## src/rtl/cc_frog_pkg.sv

```systemverilog
// Shared types and constants for the frog game controller.
// State codes are visible on the State_Out port.
package cc_frog_pkg;

  typedef enum logic [2:0] {
    ST_PLAY     = 3'd0,
    ST_HIT      = 3'd1,
    ST_NEST     = 3'd2,
    ST_LEVELUP  = 3'd3,
    ST_GAMEOVER = 3'd4
  } state_t;

  localparam int RESPAWN_COL = 3;
  localparam int LEVEL_W     = 2;
  localparam int LIVES_W     = 2;

endpackage

```

## src/rtl/cc_edge_detect.sv

```systemverilog
// Single-bit rising-edge detector for debounced buttons.
// Output pulses for the one cycle where the input is high and was low.
module cc_edge_detect (
  input  logic i_clk,
  input  logic i_rst_n,
  input  logic i_d,
  output logic o_rise
);

  logic r_prev;

  always_ff @(posedge i_clk or negedge i_rst_n) begin
    if (!i_rst_n) r_prev <= 1'b0;
    else          r_prev <= i_d;
  end

  assign o_rise = i_d & ~r_prev;

endmodule

```

## src/rtl/cc_frog_control.sv

```systemverilog
// Frog game controller: position, lives, level and game FSM.
// Drives one-hot row registers to the lane comparator.
module cc_frog_control
  import cc_frog_pkg::*;
#(
  parameter int ROWS       = 8,
  parameter int COLS       = 8,
  parameter int LIVES      = 3,
  parameter int HOLD_TICKS = 4
) (
  input  logic                CC_FROGCONTROL_CLOCK_50,
  input  logic                CC_FROGCONTROL_RESET_InLow,
  input  logic                CC_FROGCONTROL_Up_In,
  input  logic                CC_FROGCONTROL_Down_In,
  input  logic                CC_FROGCONTROL_Left_In,
  input  logic                CC_FROGCONTROL_Right_In,
  input  logic                CC_FROGCONTROL_Start_In,
  input  logic                CC_FROGCONTROL_Tick_In,
  input  logic                CC_FROGCONTROL_Lose_In,
  input  logic                CC_FROGCONTROL_Nest_In,
  input  logic                CC_FROGCONTROL_WinL_In,
  output logic [COLS-1:0]     CC_POINTREG_0,
  output logic [COLS-1:0]     CC_POINTREG_1,
  output logic [COLS-1:0]     CC_POINTREG_2,
  output logic [COLS-1:0]     CC_POINTREG_3,
  output logic [COLS-1:0]     CC_POINTREG_4,
  output logic [COLS-1:0]     CC_POINTREG_5,
  output logic [COLS-1:0]     CC_POINTREG_6,
  output logic [COLS-1:0]     CC_POINTREG_7,
  output logic [LEVEL_W-1:0]  CC_FROGCONTROL_Level_Out,
  output logic [LIVES_W-1:0]  CC_FROGCONTROL_Lives_Out,
  output logic                CC_FROGCONTROL_GameOver_Out,
  output logic [2:0]          CC_FROGCONTROL_State_Out
);

  localparam int RW  = (ROWS > 1) ? $clog2(ROWS) : 1;
  localparam int CLW = (COLS > 1) ? $clog2(COLS) : 1;
  localparam int CW  = (HOLD_TICKS > 1) ? $clog2(HOLD_TICKS) : 1;

  logic clk;
  logic rst_n;
  assign clk   = CC_FROGCONTROL_CLOCK_50;
  assign rst_n = CC_FROGCONTROL_RESET_InLow;

  logic w_up, w_dn, w_lf, w_rt, w_st;

  cc_edge_detect u_ed_up (
    .i_clk(clk), .i_rst_n(rst_n),
    .i_d(CC_FROGCONTROL_Up_In), .o_rise(w_up)
  );
  cc_edge_detect u_ed_dn (
    .i_clk(clk), .i_rst_n(rst_n),
    .i_d(CC_FROGCONTROL_Down_In), .o_rise(w_dn)
  );
  cc_edge_detect u_ed_lf (
    .i_clk(clk), .i_rst_n(rst_n),
    .i_d(CC_FROGCONTROL_Left_In), .o_rise(w_lf)
  );
  cc_edge_detect u_ed_rt (
    .i_clk(clk), .i_rst_n(rst_n),
    .i_d(CC_FROGCONTROL_Right_In), .o_rise(w_rt)
  );
  cc_edge_detect u_ed_st (
    .i_clk(clk), .i_rst_n(rst_n),
    .i_d(CC_FROGCONTROL_Start_In), .o_rise(w_st)
  );

  state_t               r_state, w_nstate;
  logic [RW-1:0]        r_row, w_nrow;
  logic [CLW-1:0]       r_col, w_ncol;
  logic [LIVES_W-1:0]   r_lives, w_nlives;
  logic [LEVEL_W-1:0]   r_level, w_nlevel;
  logic [CW-1:0]        r_cnt, w_ncnt;
  logic [COLS-1:0]      r_pt [8];
  logic [COLS-1:0]      w_onehot;
  logic                 w_hold_done;
  logic                 w_top_row;

  assign w_hold_done = CC_FROGCONTROL_Tick_In &&
                       (r_cnt == CW'(HOLD_TICKS - 1));
  assign w_top_row   = (r_row == RW'(ROWS - 1));

  always_comb begin
    w_nstate = r_state;
    w_nrow   = r_row;
    w_ncol   = r_col;
    w_nlives = r_lives;
    w_nlevel = r_level;
    w_ncnt   = r_cnt;
    unique case (r_state)
      ST_PLAY: begin
        if (CC_FROGCONTROL_Lose_In) begin
          w_nstate = ST_HIT;
          if (r_lives != '0) w_nlives = r_lives - 1'b1;
        end else if (CC_FROGCONTROL_Nest_In && w_top_row) begin
          w_nstate = ST_NEST;
        end else if (CC_FROGCONTROL_WinL_In) begin
          w_nstate = ST_LEVELUP;
        end else if (w_up) begin
          if (!w_top_row) w_nrow = r_row + 1'b1;
        end else if (w_dn) begin
          if (r_row != '0) w_nrow = r_row - 1'b1;
        end else if (w_lf) begin
          if (r_col != CLW'(COLS - 1)) w_ncol = r_col + 1'b1;
        end else if (w_rt) begin
          if (r_col != '0) w_ncol = r_col - 1'b1;
        end
      end
      ST_HIT: begin
        if (w_hold_done) begin
          if (r_lives == '0) begin
            w_nstate = ST_GAMEOVER;
          end else begin
            w_nstate = ST_PLAY;
            w_nrow   = '0;
            w_ncol   = CLW'(RESPAWN_COL);
          end
        end else if (CC_FROGCONTROL_Tick_In) begin
          w_ncnt = r_cnt + 1'b1;
        end
      end
      ST_NEST: begin
        if (w_hold_done) begin
          w_nstate = ST_PLAY;
          w_nrow   = '0;
          w_ncol   = CLW'(RESPAWN_COL);
        end else if (CC_FROGCONTROL_Tick_In) begin
          w_ncnt = r_cnt + 1'b1;
        end
      end
      ST_LEVELUP: begin
        w_nstate = ST_PLAY;
        w_nlevel = r_level + 1'b1;
        w_nrow   = '0;
        w_ncol   = CLW'(RESPAWN_COL);
      end
      ST_GAMEOVER: begin
        if (w_st) begin
          w_nstate = ST_PLAY;
          w_nlives = LIVES_W'(LIVES);
          w_nlevel = '0;
          w_nrow   = '0;
          w_ncol   = CLW'(RESPAWN_COL);
        end
      end
      default: begin
        w_nstate = ST_PLAY;
        w_nrow   = '0;
        w_ncol   = CLW'(RESPAWN_COL);
      end
    endcase
    // hold counter restarts on every state entry
    if (w_nstate != r_state) w_ncnt = '0;
  end

  assign w_onehot = COLS'(1) << w_ncol;

  always_ff @(posedge clk or negedge rst_n) begin
    if (!rst_n) begin
      r_state <= ST_PLAY;
      r_row   <= '0;
      r_col   <= CLW'(RESPAWN_COL);
      r_lives <= LIVES_W'(LIVES);
      r_level <= '0;
      r_cnt   <= '0;
    end else begin
      r_state <= w_nstate;
      r_row   <= w_nrow;
      r_col   <= w_ncol;
      r_lives <= w_nlives;
      r_level <= w_nlevel;
      r_cnt   <= w_ncnt;
    end
  end

  // row registers follow next-state so they line up with r_state
  always_ff @(posedge clk or negedge rst_n) begin
    if (!rst_n) begin
      for (int i = 0; i < 8; i++)
        r_pt[i] <= (i == 0) ? COLS'(1) << RESPAWN_COL : '0;
    end else begin
      for (int i = 0; i < 8; i++) begin
        if (i < ROWS && w_nstate != ST_GAMEOVER &&
            w_nrow == RW'(i))
          r_pt[i] <= w_onehot;
        else
          r_pt[i] <= '0;
      end
    end
  end

  assign CC_POINTREG_0 = r_pt[0];
  assign CC_POINTREG_1 = r_pt[1];
  assign CC_POINTREG_2 = r_pt[2];
  assign CC_POINTREG_3 = r_pt[3];
  assign CC_POINTREG_4 = r_pt[4];
  assign CC_POINTREG_5 = r_pt[5];
  assign CC_POINTREG_6 = r_pt[6];
  assign CC_POINTREG_7 = r_pt[7];

  assign CC_FROGCONTROL_Level_Out    = r_level;
  assign CC_FROGCONTROL_Lives_Out    = r_lives;
  assign CC_FROGCONTROL_GameOver_Out = (r_state == ST_GAMEOVER);
  assign CC_FROGCONTROL_State_Out    = r_state;

endmodule

```

## config.mk

```make
export PLATFORM = sky130hd
export DESIGN_NAME = cc_frog_control
export DESIGN_NICKNAME = d
export VERILOG_FILES = /design/src/rtl/cc_frog_pkg.sv /design/src/rtl/cc_edge_detect.sv /design/src/rtl/cc_frog_control.sv
export SDC_FILE = /design/constraint.sdc
export NUM_CORES = 1
export LEC_CHECK = 0
export CAP_MARGIN = 5
export CORE_MARGIN = 2
export CORE_UTILIZATION = 50
export CTS_CLUSTER_DIAMETER = 200
export CTS_CLUSTER_SIZE = 14
export DETAILED_ROUTE_END_ITERATION = 10
export PLACE_DENSITY = 0.78
export SLEW_MARGIN = 20
export SYNTH_ARGS = -nofsm -noshare
export SYNTH_HDL_FRONTEND = slang
export SYNTH_SLANG_ARGS = --single-unit
```

## constraint.sdc

```tcl
create_clock -name CC_FROGCONTROL_CLOCK_50 -period 3.25 [get_ports CC_FROGCONTROL_CLOCK_50]
set_clock_uncertainty 0.05 [all_clocks]
set_input_delay 0.325 -clock CC_FROGCONTROL_CLOCK_50 [delete_from_list [all_inputs] [get_ports CC_FROGCONTROL_CLOCK_50]]
set_output_delay 0.325 -clock CC_FROGCONTROL_CLOCK_50 [all_outputs]
set_load 0.01 [all_outputs]
```

# ---- Yosys cells after proc, flatten, opt, wreduce, memory -nomap -nowiden
# Index checks and enable logic that the tools add are counted.
dict set report word_totals {
  regBits 84
  inputBits 11
  out_inout_bits 72
  wordCells 133
}
dict set report classes {
  addsub 7
  eq_ne 20
  shift 1
  n_mux 52
  bitwise_logic 10
  n_reduce_logical 24
}
# op n
set op_table {}
lappend op_table {{2-to-1 mux 3 bit} 31}
lappend op_table {{2-to-1 mux 8 bit} 8}
lappend op_table {{one-hot mux 3 bit (4 select lines)} 3}
lappend op_table {{== test 3 bit (second input constant)} 6}
lappend op_table {{2-to-1 mux 2 bit} 8}
lappend op_table {{== test 3 x 2 -> 1 bit (second input constant)} 4}
lappend op_table {{logical AND 1 bit} 10}
lappend op_table {{nonzero test 2 bit} 5}
lappend op_table {{one-hot mux 2 bit (2 select lines)} 2}
lappend op_table {{<< shifter 1 x 3 -> 8 bit (first input constant)} 1}
lappend op_table {{adder 3 x 1 -> 3 bit (second input constant)} 2}
lappend op_table {{== test 3 x 1 -> 1 bit (second input constant)} 2}
lappend op_table {{zero test 3 bit} 2}
lappend op_table {{inequality test 3 bit (second input constant)} 2}
lappend op_table {{nonzero test 3 bit} 2}
lappend op_table {{subtractor 3 x 1 -> 3 bit (second input constant)} 2}
lappend op_table {{bitwise AND 1 bit} 5}
lappend op_table {{inverter 1 bit} 5}
lappend op_table {{adder 2 x 1 -> 2 bit (second input constant)} 2}
lappend op_table {{inequality test 2 x 1 -> 1 bit (second input constant)} 2}
lappend op_table {{inequality test 2 bit (second input constant)} 2}
lappend op_table {{AND reduction 4 bit} 1}
lappend op_table {{inequality test 3 bit} 1}
lappend op_table {{AND reduction 3 bit} 1}
lappend op_table {{5 further kinds} 5}

# ---- Longest topological paths before layout
dict set report depth {
  word_depth 12
  ltp_mapped 9
  ltp_nobuf 9
}

# ---- Modules after synthesis
# A second synthesis with hierarchy kept.
dict set report unflattened {
  cells_unflattened 318
  area_unflattened_um2 3520.9
}
# module n_inst cells_per_inst area_each_um2 seq_area_each_um2
set by_module_without_submodules {}
lappend by_module_without_submodules {cc_frog_control 1 308 3326.9 1983.2}
lappend by_module_without_submodules {cc_edge_detect 5 2 38.8 25.0}

# ---- Worst setup path before layout
# Ideal clock, no wire load.
dict set report synth_path {
  kind {flip-flop to flip-flop}
  from {reg r_row[0]}
  to {reg r_pt (netlist bit CC_POINTREG_4[3])}
  setup_time_ps 132
  arrival_ps 2337
  required_time_ps 3068
  path_slack_ps 731
  stages_incl_launch_ff 10
  n_path_buf 1
  period_less_slack_ps 2519
  cell_sequence {dfrtp_1 > inv_1 > ha_1 > nor2b_1 > or3_1 > a21oi_2 > nand2_1 > a31oi_2 > buf_4 > nor3_1}
}
dict set report synth_between {
  elab_chain_len 11
  elab_cells_between_ends 28
  cone_classes {add/sub: 2; eq/ne: 3; shift: 1; mux: 19; reduce/logical: 3}
}
# element line_no
set synth_lines {}
lappend synth_lines {{start, declared} cc_frog_control.sv:69} ;# logic [RW-1:0] r_row, w_nrow;
lappend synth_lines {{start signal, assigned} cc_frog_control.sv:168} ;# r_row <= w_nrow;
lappend synth_lines {{subtractor 3 x 1 -> 3 bit / nonzero test 3 bit (equally long branches)} cc_frog_control.sv:102} ;# if (r_row != '0) w_nrow = r_row - 1'b1;
lappend synth_lines {{2-to-1 mux 3 bit} cc_frog_control.sv:102}
lappend synth_lines {{2-to-1 mux 3 bit} cc_frog_control.sv:101} ;# end else if (w_dn) begin
lappend synth_lines {{2-to-1 mux 3 bit} cc_frog_control.sv:99} ;# end else if (w_up) begin
lappend synth_lines {{2-to-1 mux 3 bit} cc_frog_control.sv:97} ;# end else if (CC_FROGCONTROL_WinL_In) begin
lappend synth_lines {{2-to-1 mux 3 bit} cc_frog_control.sv:95} ;# end else if (CC_FROGCONTROL_Nest_In && w_top_row) begin
lappend synth_lines {{2-to-1 mux 3 bit} cc_frog_control.sv:92} ;# if (CC_FROGCONTROL_Lose_In) begin
lappend synth_lines {{one-hot mux 3 bit (4 select lines)} cc_frog_control.sv:90} ;# unique case (r_state)
lappend synth_lines {{== test 3 bit} cc_frog_control.sv:184} ;# w_nrow == RW'(i))
lappend synth_lines {{logical AND 1 bit} cc_frog_control.sv:183} ;# if (i < ROWS && w_nstate != ST_GAMEOVER &&
lappend synth_lines {{2-to-1 mux 8 bit *} cc_frog_control.sv:183}
lappend synth_lines {{end signal, assigned by index} cc_frog_control.sv:180} ;# r_pt[i] <= (i == 0) ? COLS'(1) << RESPAWN_COL : '0;
lappend synth_lines {{end signal, assigned by index} cc_frog_control.sv:185} ;# r_pt[i] <= w_onehot;
lappend synth_lines {{end, declared} cc_frog_control.sv:74} ;# logic [COLS-1:0] r_pt [8];
# Mark *: on every way between the ends. The rest lies on a longest branch, timed or not.
# A chain may end at the register's enable or synchronous reset.

# ---- Final worst setup path
dict set report layout_path {
  from {reg r_row[1]}
  to {reg r_pt (netlist bit CC_POINTREG_4[3])}
}
# The elaborated chain is that of the path after synthesis.

==> metrics.txt <==
# TYPE chip_impl_metric gauge
chip_impl_metric{name="grt.overflow.total",unit=""} 0
chip_impl_info{name="synth.largest_area_cell",value="sky130_fd_sc_hd__dfrtp_1"} 1
chip_impl_metric{name="synth-compound-area-share",unit="%"} 14.1
chip_impl_metric{name="drv_cap",unit=""} 0
chip_impl_metric{name="tritoncts_num_sinks",unit=""} 84
chip_impl_metric{name="fillCellCount",unit=""} 592
chip_impl_metric{name="placed_cell_area",unit="sq um"} 4940
chip_impl_metric{name="htreeDepth",unit=""} 3
chip_impl_metric{name="timing.critical_path.slowest_cell_delay",unit="ns"} 0.89
chip_impl_metric{name="first_global_vias",unit=""} 2888
chip_impl_info{name="rr_startpoint",value="r_row[1]"} 1
chip_impl_info{name="hold_path_class",value="in -> async"} 1
chip_impl_metric{name="clkSlewWorstSetupHoldPaths",unit="ns"} 0.09
chip_impl_info{name="critPathCaptureType",value="flip-flop"} 1
chip_impl_metric{name="place_worst_setup_slack",unit="ns"} 0.222
chip_impl_metric{name="design_power_total",unit="mW"} 3.58
chip_impl_metric{name="timing.critical_path.fanout_max",unit=""} 16
chip_impl_metric{name="final_period_util",unit="%"} 91.7
chip_impl_metric{name="relSlewSlack",unit="%"} 29.2
chip_impl_metric{name="synth_top_area_share",unit="%"} 48.8
chip_impl_info{name="synth_area_leaders",value="sky130_fd_sc_hd__dfrtp_1 49%, sky130_fd_sc_hd__nor4_2 4.6%, sky130_fd_sc_hd__nor3_1 3.9%"} 1
chip_impl_metric{name="core_region_area",unit="sq um"} 7810
chip_impl_metric{name="synthSimpleGateAreaFrac",unit="%"} 25.3
chip_impl_metric{name="fin_ws",unit="ns"} 0.270
chip_impl_metric{name="sum_of_negative_setup_slack",unit="ns"} 0
chip_impl_metric{name="max_slew_violation_count",unit=""} 0
chip_impl_metric{name="asr_flop_ratio_synth",unit="%"} 100
chip_impl_metric{name="num_antenna_cells",unit=""} 0
chip_impl_metric{name="holdBufCountCts",unit=""} 0
chip_impl_metric{name="worst_skew_pair.late_latency",unit="ns"} 0.35
chip_impl_metric{name="dr.pass1.iters",unit=""} 4
chip_impl_metric{name="floorplan.die_area",unit="sq um"} 8850
chip_impl_metric{name="chipHeight",unit="microns"} 94.1
chip_impl_info{name="category_of_the_critical_setup_timing_path",value="reg -> reg"} 1
chip_impl_info{name="synth_top_family_by_area",value="simple AND/OR/NAND/NOR gates"} 1
chip_impl_metric{name="p_leak",unit="nW"} 2.06
chip_impl_metric{name="synth_enable_flop_cells",unit=""} 0
chip_impl_metric{name="ys_seq_elements",unit=""} 84
chip_impl_info{name="critPathLaunchType",value="flip-flop"} 1
chip_impl_metric{name="row_count",unit=""} 32
chip_impl_metric{name="final_core_utilization",unit="%"} 65.9
chip_impl_metric{name="final_cells",unit=""} 526
chip_impl_metric{name="post_synthesis_share_of_cell_area_spent_on_xor_and_xnor_gates",unit="%"} 0.432
chip_impl_info{name="tritoncts_clock_tree",value="done"} 1
chip_impl_metric{name="io_pins",unit=""} 83
chip_impl_info{name="slowest_stage",value="sky130_fd_sc_hd__a31oi_2"} 1
chip_impl_metric{name="grt_pass1_wl",unit="mm"} 15.2
chip_impl_info{name="status",value="complete, but fails checks"} 1
chip_impl_metric{name="crit_path_arrival_time",unit="ns"} 3.12
chip_impl_metric{name="share_of_final_layout_standard_cells_stronger_than_drive_strength_1",unit="%"} 20.8
chip_impl_metric{name="dp.final_hpwl",unit="mm"} 6.52
chip_impl_metric{name="numPlacedInstances",unit=""} 511
chip_impl_metric{name="syn_area_per_cell",unit="sq um"} 12.0
chip_impl_metric{name="track_usage",unit="%"} 22.3
chip_impl_metric{name="drt_first_iter_violations",unit=""} 218
chip_impl_metric{name="grt_start_max_net_pins",unit=""} 85
chip_impl_metric{name="final_nets",unit=""} 439
chip_impl_metric{name="routed_via_density",unit=""} 5.85
chip_impl_metric{name="finalSetupViolations",unit=""} 0
chip_impl_info{name="crit_path_cell_trace",value="inv_1 > ha_1 > nor2b_1 > or3_1 > a21oi_2 > nand2_1 > a31oi_2 > nor3_1"} 1
chip_impl_metric{name="synth_mux_area_share",unit="%"} 1.23
chip_impl_metric{name="p_per_area",unit="nW/um^2"} 696
chip_impl_info{name="rsz0062_at_grt",value="no"} 1
chip_impl_metric{name="worst-r2r-cell-count",unit=""} 8
chip_impl_metric{name="achievable-frequency",unit="MHz"} 336
chip_impl_metric{name="netlist-cell-type-count",unit=""} 69
chip_impl_metric{name="wl",unit="mm"} 9.31
chip_impl_metric{name="postCtsResizedCells",unit=""} 0
chip_impl_metric{name="critPathRequiredTime",unit="ns"} 3.39
chip_impl_metric{name="ant_nets",unit=""} 0
chip_impl_metric{name="route.detailed.drc",unit=""} 0
chip_impl_metric{name="initial_antenna_violation_count",unit=""} 0
chip_impl_metric{name="min_period",unit="ns"} 2.98
chip_impl_metric{name="io_buffers",unit=""} 82
chip_impl_info{name="r2r_end",value="CC_POINTREG_4[3]"} 1
chip_impl_metric{name="effective_utilization_at_floorplan",unit="%"} 51.9
chip_impl_metric{name="cts_setup_buffers",unit=""} 0
chip_impl_metric{name="fin_hold_ws",unit="ns"} -0.0505
chip_impl_metric{name="mappedNetlistArea",unit="sq um"} 4060
chip_impl_metric{name="tightestPinTransition",unit="ns"} 1.06
chip_impl_metric{name="ir_drop",unit="mV"} 0.536
chip_impl_info{name="synth_ff_type",value="sky130_fd_sc_hd__dfrtp_1"} 1
chip_impl_metric{name="wire_per_inst",unit="microns"} 17.7
chip_impl_metric{name="synth-warning-count",unit=""} 0
chip_impl_metric{name="post-route-cell-area",unit="sq um"} 5140
chip_impl_metric{name="detailroute.via_count",unit=""} 3078
chip_impl_metric{name="synth_seq_area_share",unit="%"} 52.0
chip_impl_metric{name="die_w",unit="microns"} 94.1
chip_impl_metric{name="syn-instance-count",unit=""} 338
chip_impl_metric{name="timing_hold_violations_final",unit=""} 79
chip_impl_metric{name="cts_inserted_buffers",unit=""} 9
chip_impl_metric{name="layout-area-overhead-vs-synth",unit="%"} 26.8
chip_impl_info{name="cts_root_buffer",value="sky130_fd_sc_hd__clkbuf_8"} 1
chip_impl_info{name="failed_checks",value="negative hold slack"} 1
chip_impl_metric{name="rrSetupSlack",unit="ns"} 0.27
chip_impl_metric{name="synth_fa_ha_area_share",unit="%"} 2.47
chip_impl_metric{name="postSynthNetCount",unit=""} 357
chip_impl_metric{name="ctsLongestPathBuffers",unit=""} 2
chip_impl_metric{name="gp_routability_congestion",unit=""} 0.873
## cell type report
cell class,instances,area [sq um],area share [%]
sequential,84,2110,41.0
multi-input combinational,225,1780,34.6
timing repair buffer,90,895,17.4
tap,102,128,2.48
inverter,10,40.0,0.778
clock inverter,6,71.3,1.39
clock buffer,9,124,2.41
## cells in the final DEF (no fill, tap or decap), types with 7 or more instances in the layout
cell type and count:
sky130_fd_sc_hd__clkbuf_8 9, sky130_fd_sc_hd__o21ai_0 10, sky130_fd_sc_hd__nor4_2 15, sky130_fd_sc_hd__buf_4 7, sky130_fd_sc_hd__nor2_1 11, sky130_fd_sc_hd__ha_1 8, sky130_fd_sc_hd__dfrtp_1 79, sky130_fd_sc_hd__clkdlybuf4s50_1 81
sky130_fd_sc_hd__nand3_1 7, sky130_fd_sc_hd__nor2b_1 9, sky130_fd_sc_hd__a21oi_1 12, sky130_fd_sc_hd__nand2_1 16, sky130_fd_sc_hd__nor3_1 32, sky130_fd_sc_hd__inv_1 8, sky130_fd_sc_hd__nor3_2 15
## synth_stat cells (all sizes together) (2+ instances only)
| library cell | number |
|---|---|
| a21boi | 2 |
| and2 | 3 |
| nor3 | 48 |
| nor2b | 9 |
| a21oi | 14 |
| o211ai | 6 |
| and3 | 3 |
| buf | 17 |
| mux2i | 5 |
| clkbuf | 2 |
| nand3b | 2 |
| nor4b | 5 |
| ha | 8 |
| nand2 | 16 |
| a211o | 4 |
| nand3 | 10 |
| nand2b | 5 |
| o211a | 2 |
| o32a | 2 |
| o21ai | 14 |
| or3 | 2 |
| a31oi | 3 |
| inv | 9 |
| a211oi | 3 |
| nor4 | 20 |
| nor2 | 13 |
| dfrtp | 79 |
| a311o | 2 |
| o32ai | 2 |
| xor2 | 2 |
| dfstp | 5 |
| nand4 | 4 |
| a311oi | 2 |
## worst max-delay path: cells and delay by family, from the launching register on
family | cells | cell delay (ns)
AOI/OAI and AO/OA | 2 | 1.12
and+or+nand+nor | 4 | 0.75
DFF | 1 | 0.48
adders and majority gates | 1 | 0.24
buffers and inverters | 1 | 0.17
## worst max path at each step
| stage | start | to | slack (ns) | cells after the start |
|---|---|---|---|---|
| 4_1_cts | r_col[0] | CC_POINTREG_3[1] | 0.30 | 8 |
| 6_report | r_row[1] | CC_POINTREG_4[3] | 0.27 | 8 |
| 5_1_grt | r_row[1] | CC_POINTREG_4[1] | 0.08 | 8 |
| 3_3_place_gp | CC_FROGCONTROL_WinL_In | CC_POINTREG_1[0] | 0.28 | 7 |
| 2_1_floorplan | r_row[0] | CC_POINTREG_4[3] | 0.73 | 9 |
| 3_5_place_dp | CC_FROGCONTROL_Down_In | CC_POINTREG_4[6] | 0.22 | 7 |
## flip-flops by register name, indices dropped and copies added, names as in the netlist, 3 cells and up
register / count
r_col: 3
CC_POINTREG_2: 8
CC_FROGCONTROL_State_Out: 3
r_row: 3
CC_POINTREG_7: 8
CC_POINTREG_6: 8
CC_POINTREG_1: 8
CC_POINTREG_3: 8
CC_POINTREG_5: 8
CC_POINTREG_4: 8
CC_POINTREG_0: 8
## power by group
part           internal (mW)  switching, mW
sequential              1.14         0.0776
combinational          0.545           1.07
clock                  0.357          0.385
total                   2.05           1.53
## routing by layer
metal | vias up | global-route usage (%) | part of all wire (%)
met1 | 1548 | 30.9 | 44
met2 | 95 | 34.8 | 50
li1 | 1419 | - | -
met3 | 16 | 3.77 | 4.5
met4 | 0 | 9.18 | 2.2
met5 | - | 0 | 0
## cells by family (layout without fill, tap and decap cells)
kind of cell / after synthesis / in the layout
AND/OR/NAND/NOR: 143 / 143
flip-flops: 84 / 84
AO/OA/AOI/OAI: 67 / 67
buffers and inverters: 29 / 115
adder cells (fa/ha/maj): 8 / 8
multiplexers: 5 / 5
XOR/XNOR: 2 / 2
Power figures use the tool's default switching activity.
